===== src/rtl/coriolis_ker1_subker1_join2_pkg.sv =====
// Shared widths and sizing helper for the two-lane stream join.
// Defaults describe the 32-bit, 4-deep configuration.
package coriolis_ker1_subker1_join2_pkg;

    localparam int STREAMW_D = 32;
    localparam int DEPTH_D   = 4;

    // Occupancy needs one extra bit so a full FIFO reads as DEPTH.
    function automatic int lvl_width(input int depth);
        return $clog2(depth) + 1;
    endfunction

    localparam int LVLW_D = lvl_width(DEPTH_D);

    typedef enum logic [1:0] {
        OP_IDLE = 2'b00,
        OP_PUSH = 2'b01,
        OP_POP  = 2'b10,
        OP_BOTH = 2'b11
    } fifo_op_e;

endpackage


===== src/rtl/coriolis_ker1_subker1_join_fifo.sv =====
// Circular FIFO lane with registered pointers/count and a
// combinational head read; memory contents survive reset.
module coriolis_ker1_subker1_join_fifo
    import coriolis_ker1_subker1_join2_pkg::*;
#(
    parameter int W     = STREAMW_D,
    parameter int DEPTH = DEPTH_D,
    parameter int LVLW  = LVLW_D
) (
    input  logic            clk,
    input  logic            rst,
    input  logic            i_push,
    input  logic [W-1:0]    i_din,
    input  logic            i_pop,
    output logic            o_full,
    output logic            o_empty,
    output logic [LVLW-1:0] o_level,
    output logic [W-1:0]    o_head
);

    localparam int PW = LVLW - 1;

    logic [W-1:0]    r_mem [DEPTH];
    logic [PW-1:0]   r_wptr;
    logic [PW-1:0]   r_rptr;
    logic [LVLW-1:0] r_cnt;
    fifo_op_e        w_op;

    assign w_op    = fifo_op_e'({i_pop, i_push});
    assign o_full  = (r_cnt == LVLW'(DEPTH));
    assign o_empty = (r_cnt == '0);
    assign o_level = r_cnt;
    assign o_head  = r_mem[r_rptr];

    always_ff @(posedge clk) begin
        if (i_push) begin
            r_mem[r_wptr] <= i_din;
        end
    end

    always_ff @(posedge clk or posedge rst) begin
        if (rst) begin
            r_wptr <= '0;
            r_rptr <= '0;
            r_cnt  <= '0;
        end else begin
            if (i_push) begin
                r_wptr <= r_wptr + 1'b1;
            end
            if (i_pop) begin
                r_rptr <= r_rptr + 1'b1;
            end
            unique case (w_op)
                OP_PUSH: r_cnt <= r_cnt + 1'b1;
                OP_POP:  r_cnt <= r_cnt - 1'b1;
                default: r_cnt <= r_cnt;
            endcase
        end
    end

endmodule


===== src/rtl/coriolis_ker1_subker1_join2.sv =====
// Two-lane stream join: each lane buffered in its own FIFO, one
// joined beat emitted when both heads are present.
module coriolis_ker1_subker1_join2
    import coriolis_ker1_subker1_join2_pkg::*;
#(
    parameter int STREAMW = STREAMW_D,
    parameter int DEPTH   = DEPTH_D,
    parameter int LVLW    = LVLW_D
) (
    input  logic               clk,
    input  logic               rst,
    input  logic               ivalid_in1,
    input  logic [STREAMW-1:0] in1,
    output logic               iready_in1,
    input  logic               ivalid_in2,
    input  logic [STREAMW-1:0] in2,
    output logic               iready_in2,
    output logic               ovalid,
    input  logic               oready,
    output logic [STREAMW-1:0] out1,
    output logic [STREAMW-1:0] out2,
    output logic [LVLW-1:0]    lvl_in1,
    output logic [LVLW-1:0]    lvl_in2
);

    logic w_full1;
    logic w_full2;
    logic w_empty1;
    logic w_empty2;
    logic w_push1;
    logic w_push2;
    logic w_pop;

    // Ready looks only at registered fullness, so a same-cycle pop
    // never frees a slot for a push.
    assign iready_in1 = ~w_full1 & ~rst;
    assign iready_in2 = ~w_full2 & ~rst;
    assign w_push1    = ivalid_in1 & iready_in1;
    assign w_push2    = ivalid_in2 & iready_in2;
    assign ovalid     = ~w_empty1 & ~w_empty2;
    assign w_pop      = ovalid & oready;

    coriolis_ker1_subker1_join_fifo #(
        .W     (STREAMW),
        .DEPTH (DEPTH),
        .LVLW  (LVLW)
    ) u_fifo1 (
        .clk     (clk),
        .rst     (rst),
        .i_push  (w_push1),
        .i_din   (in1),
        .i_pop   (w_pop),
        .o_full  (w_full1),
        .o_empty (w_empty1),
        .o_level (lvl_in1),
        .o_head  (out1)
    );

    coriolis_ker1_subker1_join_fifo #(
        .W     (STREAMW),
        .DEPTH (DEPTH),
        .LVLW  (LVLW)
    ) u_fifo2 (
        .clk     (clk),
        .rst     (rst),
        .i_push  (w_push2),
        .i_din   (in2),
        .i_pop   (w_pop),
        .o_full  (w_full2),
        .o_empty (w_empty2),
        .o_level (lvl_in2),
        .o_head  (out2)
    );

endmodule

===== config.mk =====
export PLATFORM = sky130hd
export DESIGN_NAME = coriolis_ker1_subker1_join2
export DESIGN_NICKNAME = d
export VERILOG_FILES = /design/src/rtl/coriolis_ker1_subker1_join2_pkg.sv /design/src/rtl/coriolis_ker1_subker1_join_fifo.sv /design/src/rtl/coriolis_ker1_subker1_join2.sv
export SDC_FILE = /design/constraint.sdc
export NUM_CORES = 1
export LEC_CHECK = 0
export CORE_ASPECT_RATIO = 0.9
export CORE_UTILIZATION = 30
export CTS_CLUSTER_DIAMETER = 40
export DETAILED_ROUTE_END_ITERATION = 6
export PLACE_DENSITY_LB_ADDON = 0.2
export SETUP_SLACK_MARGIN = 0.4
export SYNTH_ARGS = -nofsm -noshare
export SYNTH_HDL_FRONTEND = slang
export SYNTH_SLANG_ARGS = --single-unit

===== constraint.sdc =====
create_clock -name clk -period 1.82 [get_ports clk]
set_clock_uncertainty 0.1 [all_clocks]
set_input_delay 0.273 -clock clk [delete_from_list [all_inputs] [get_ports clk]]
set_output_delay 0.273 -clock clk [all_outputs]
set_load 0.005 [all_outputs]

==> results by group <==
Run status
  – Status: complete, but fails checks
  – Failing checks: negative setup slack

STA
  – Final WS setup: -0.537 ns
  – WHS: 0.191 ns
  – Unrepaired setup endpoints after global routing: yes
  – Final Cycle Share: 1.29
  – Minimum clock period after layout: about 2.4 ns
  – Final Hold Vio Count: 0
  – Worst slew pin tran: around 0.22 ns
  – Final setup violation count: between 150 and 200
  – Setup TNS: -32.69 ns
  – Max-slew violations: 0
  – Highest Clock Rate: around 0.42 GHz
  – Slew margin rel.: 0.851

Synthesis
  – Share of the synthesized area in the top cell type: 0.752
  – Mapped cell area: 10,200 sq um
  – Register area share after synthesis: 0.786
  – Synth warn: 0
  – Library cells used by synthesis: 24
  – Post-synthesis cell count: 420
  – Dominant cell type by area after synthesis: edfxtp_1
  – Ranking of synthesized cells by area: edfxtp_1 (75%), mux4_2 (12%), dfrtp_1 (3.4%)
  – Post-synthesis register bit count: between 200 and 300
  – Syn Nets: about 500
  – Syn Area/Cell: roughly 24 sq um

Global routing
  – Vias in the first global route: 5,936
  – First-pass GRT wire length: roughly 36,000 um
  – Pin count of the biggest net entering global routing: 25
  – Initial antenna violation count: 2
  – Overall Global Routing Usage: 0.141
  – Remaining global-route overflow: 0

Power and ir drop
  – Pwr Total: between 20 and 25 mW
  – Reg power frac: 0.326
  – Worst vdd ir: around 0.74 mV
  – P_sw: ~6.6 mW
  – Switching Share: 0.271
  – Comb pwr share: 0.366
  – Clock Power Share: 0.308
  – Pwr/cell area: 1550 nW/um^2
  – Leak pwr: 5.64 nW
  – Total internal power: about 18 mW

Finish
  – Layout area overhead: 53.7%
  – Layout cell share with drive strength beyond 1: 0.516
  – Design area: between 15,000 and 20,000 sq um
  – Layout net count: about 800

Route
  – WL/cell: slightly below 20 um
  – DR vias: between 5,000 and 6,000
  – Starting DRC count in detailed routing: 159
  – Final wirelength: roughly 24,000 um
  – Detailed Routing Iterations Pass 1: 4
  – Vias per cell: around 4.4
  – Drt drc: 0
  – Post-route ant nets: 0

Floorplanning
  – Row cnt: 63
  – Num ports: 142
  – Chip width: about 200 um
  – Initial core utilization: 0.307
  – Die height: 177 um
  – Die area: 34,800 sq um
  – Core area: approximately 33,000 sq um

Placement
  – Placer congestion estimate: between 0.6 and 0.7
  – Post-DP HPWL: about 14,000 um
  – PortBufs: 141
  – Placed cell areas: approximately 13,000 sq um
  – Setup Slack @ Placement: -0.423 ns

Worst hold path
  – Tightest Hold Check Type: input pin to asynchronous set/reset pin

Clocking
  – TritonCTS clock tree: yes
  – Hold-fix buffers at CTS: 0
  – Max Buffers Root-to-Sink: 3
  – Skew-Pair Late Insertion Delay: between 0.5 and 0.6 ns
  – H-tree levels: 2
  – CTS root buf: clkbuf_16
  – TritonCTS buffer count: 40
  – Clock tree sinks: 270
  – Clk slew on worst S/H paths: around 0.050 ns

Setup path
  – Crit path required time: approximately 1.5 ns
  – R2R Path Start: u_fifo2.o_level[0]$_DFFE_PP0P_
  – Worst setup path startpoint: u_fifo2.r_rptr[0]$_DFFE_PP0P_
  – CP endpoint kind: output port
  – Critical Path AT: approximately 2.0 ns
  – Setup CP Type: register to output port
  – R2r setup slk: -0.21 ns
  – Worst-path fanout max: 6
  – Critical Path Source Type: register

Flow run
  – Max_cap viols: 0
==> cell families after synthesis <==
| family | share of synthesized area |
|---|---|
| AOI/OAI and AO/OA | 0.00416 |
| xor gates and xnor gates | 0.0103 |
| buffers and inverters | 0.0228 |
| DFF | 0.786 |
| adders and majority gates | 0.0161 |
| and+or+nand+nor | 0.0128 |
| muxes | 0.148 |
==> layout by cell type, fill, tap and decap left out, types with 3 or more instances in the layout <==
cell type        instances
dfrtp_1                  8
buf_2                   52
buf_12                  41
ha_1                     8
clkinv_2                 3
bufinv_16                3
clkinv_1                 4
dfrtp_2                  6
buf_4                   29
buf_6                   72
xor2_1                   6
inv_2                    3
mux4_2                  64
xnor2_1                  3
clkinv_4                 7
edfxtp_1               256
buf_16                  26
clkbuf_16               42
and2_4                   8
clkbuf_1                 3
clkdlybuf4s50_1         68
buf_8                    6
inv_6                    7
inv_1                   10
==> power by group through the flow <==
stage	clock network, mW	logic (mW)	registers [mW]
after floorplan	0	3.50	7.99
after global placement	0	6.84	8.06
after detailed placement	0	6.94	8.11
after CTS	7.70	8.65	7.97
after global routing	7.98	9.56	8.03
final	7.52	8.95	7.97
==> synth_stat cells <==
master and n:
xor2_1 6, nand3_2 1, nor3_1 4, buf_12 6, fa_1 2, mux4_2 56, buf_2 6, nand2b_1 2
a21oi_4 2, or3_1 2, nor2_1 5, inv_1 14, nand2_1 2, dfrtp_1 14, mux2i_1 2, and2_1 8
edfxtp_1 256, clkbuf_1 2, ha_1 10, xnor2_1 6, mux4_1 8, mux2_2 2, buf_6 2, a21oi_1 2
==> registers in the layout, summed over array words and instances (netlist names) <==
register / flops
u_fifo2.r_wptr: 2
u_fifo1.r_wptr: 2
u_fifo1.r_rptr: 2
u_fifo2.r_rptr: 2
u_fifo2.r_mem: 128
u_fifo1.o_level: 3
u_fifo1.r_mem: 128
u_fifo2.o_level: 3
==> metrics by stage <==
step,utilization,instances
after global routing,0.472,1228
after CTS,0.466,1218
after floorplan,-,420
after detailed placement,0.382,1052
final,0.472,1229
after global placement,0.382,1052
==> routing by layer <==
| layer | GRT usage | routed length, um |
|---|---|---|
| met2 | 0.235 | 12000 |
| met3 | 0.0335 | 1170 |
| met1 | 0.183 | 10300 |
| met4 | 0.0417 | 447 |
| met5 | 0 | 13 |
==> worst max-delay path: stages, from the launching register on <==
cell	delay (ns)
dfrtp_2	0.41
buf_12	0.13
buf_6	0.11
buf_12	0.13
buf_16	0.14
mux4_2	0.44
buf_6	0.13
==> layout make-up <==
type / count / area, sq um
Fill cell: 2782 / 17500
Inverter: 14 / 55.1
Clock buffer: 45 / 1060
Antenna cell: 1 / 2.50
Clock inverter: 28 / 285
Timing Repair Buffer: 296 / 3610
Multi-Input combinational cell: 120 / 2090
Tap cell: 455 / 569
Sequential cell: 270 / 8050
==> what timing repair did <==
action | CTS | global route
buffers inserted | 67 | 10
pin swaps | 22 | 8
gates cloned | 26 | 0
endpoints found under the setup margin | 337 | 342
resized for setup | 397 | 37
==> path summary, 6_finish.rpt <==
| check | end | cells past startpoint |
|---|---|---|
| worst max-delay path | out2[19] | 6 |
| worst min-delay path | u_fifo1.o_level[0]$_DFFE_PP0P_ | 4 |
| worst max register to register | u_fifo2.o_level[2]$_DFFE_PP0P_ | 10 |
| worst min register to register | u_fifo2.r_wptr[1]$_DFFE_PP0P_ | 1 |
| max in group asynchronous | u_fifo2.r_rptr[0]$_DFFE_PP0P_ | 4 |
| min in group clk | u_fifo2.r_mem[2][3]$_DFFE_PP_ | 1 |
Note: power is estimated with default switching activity, not from simulation.
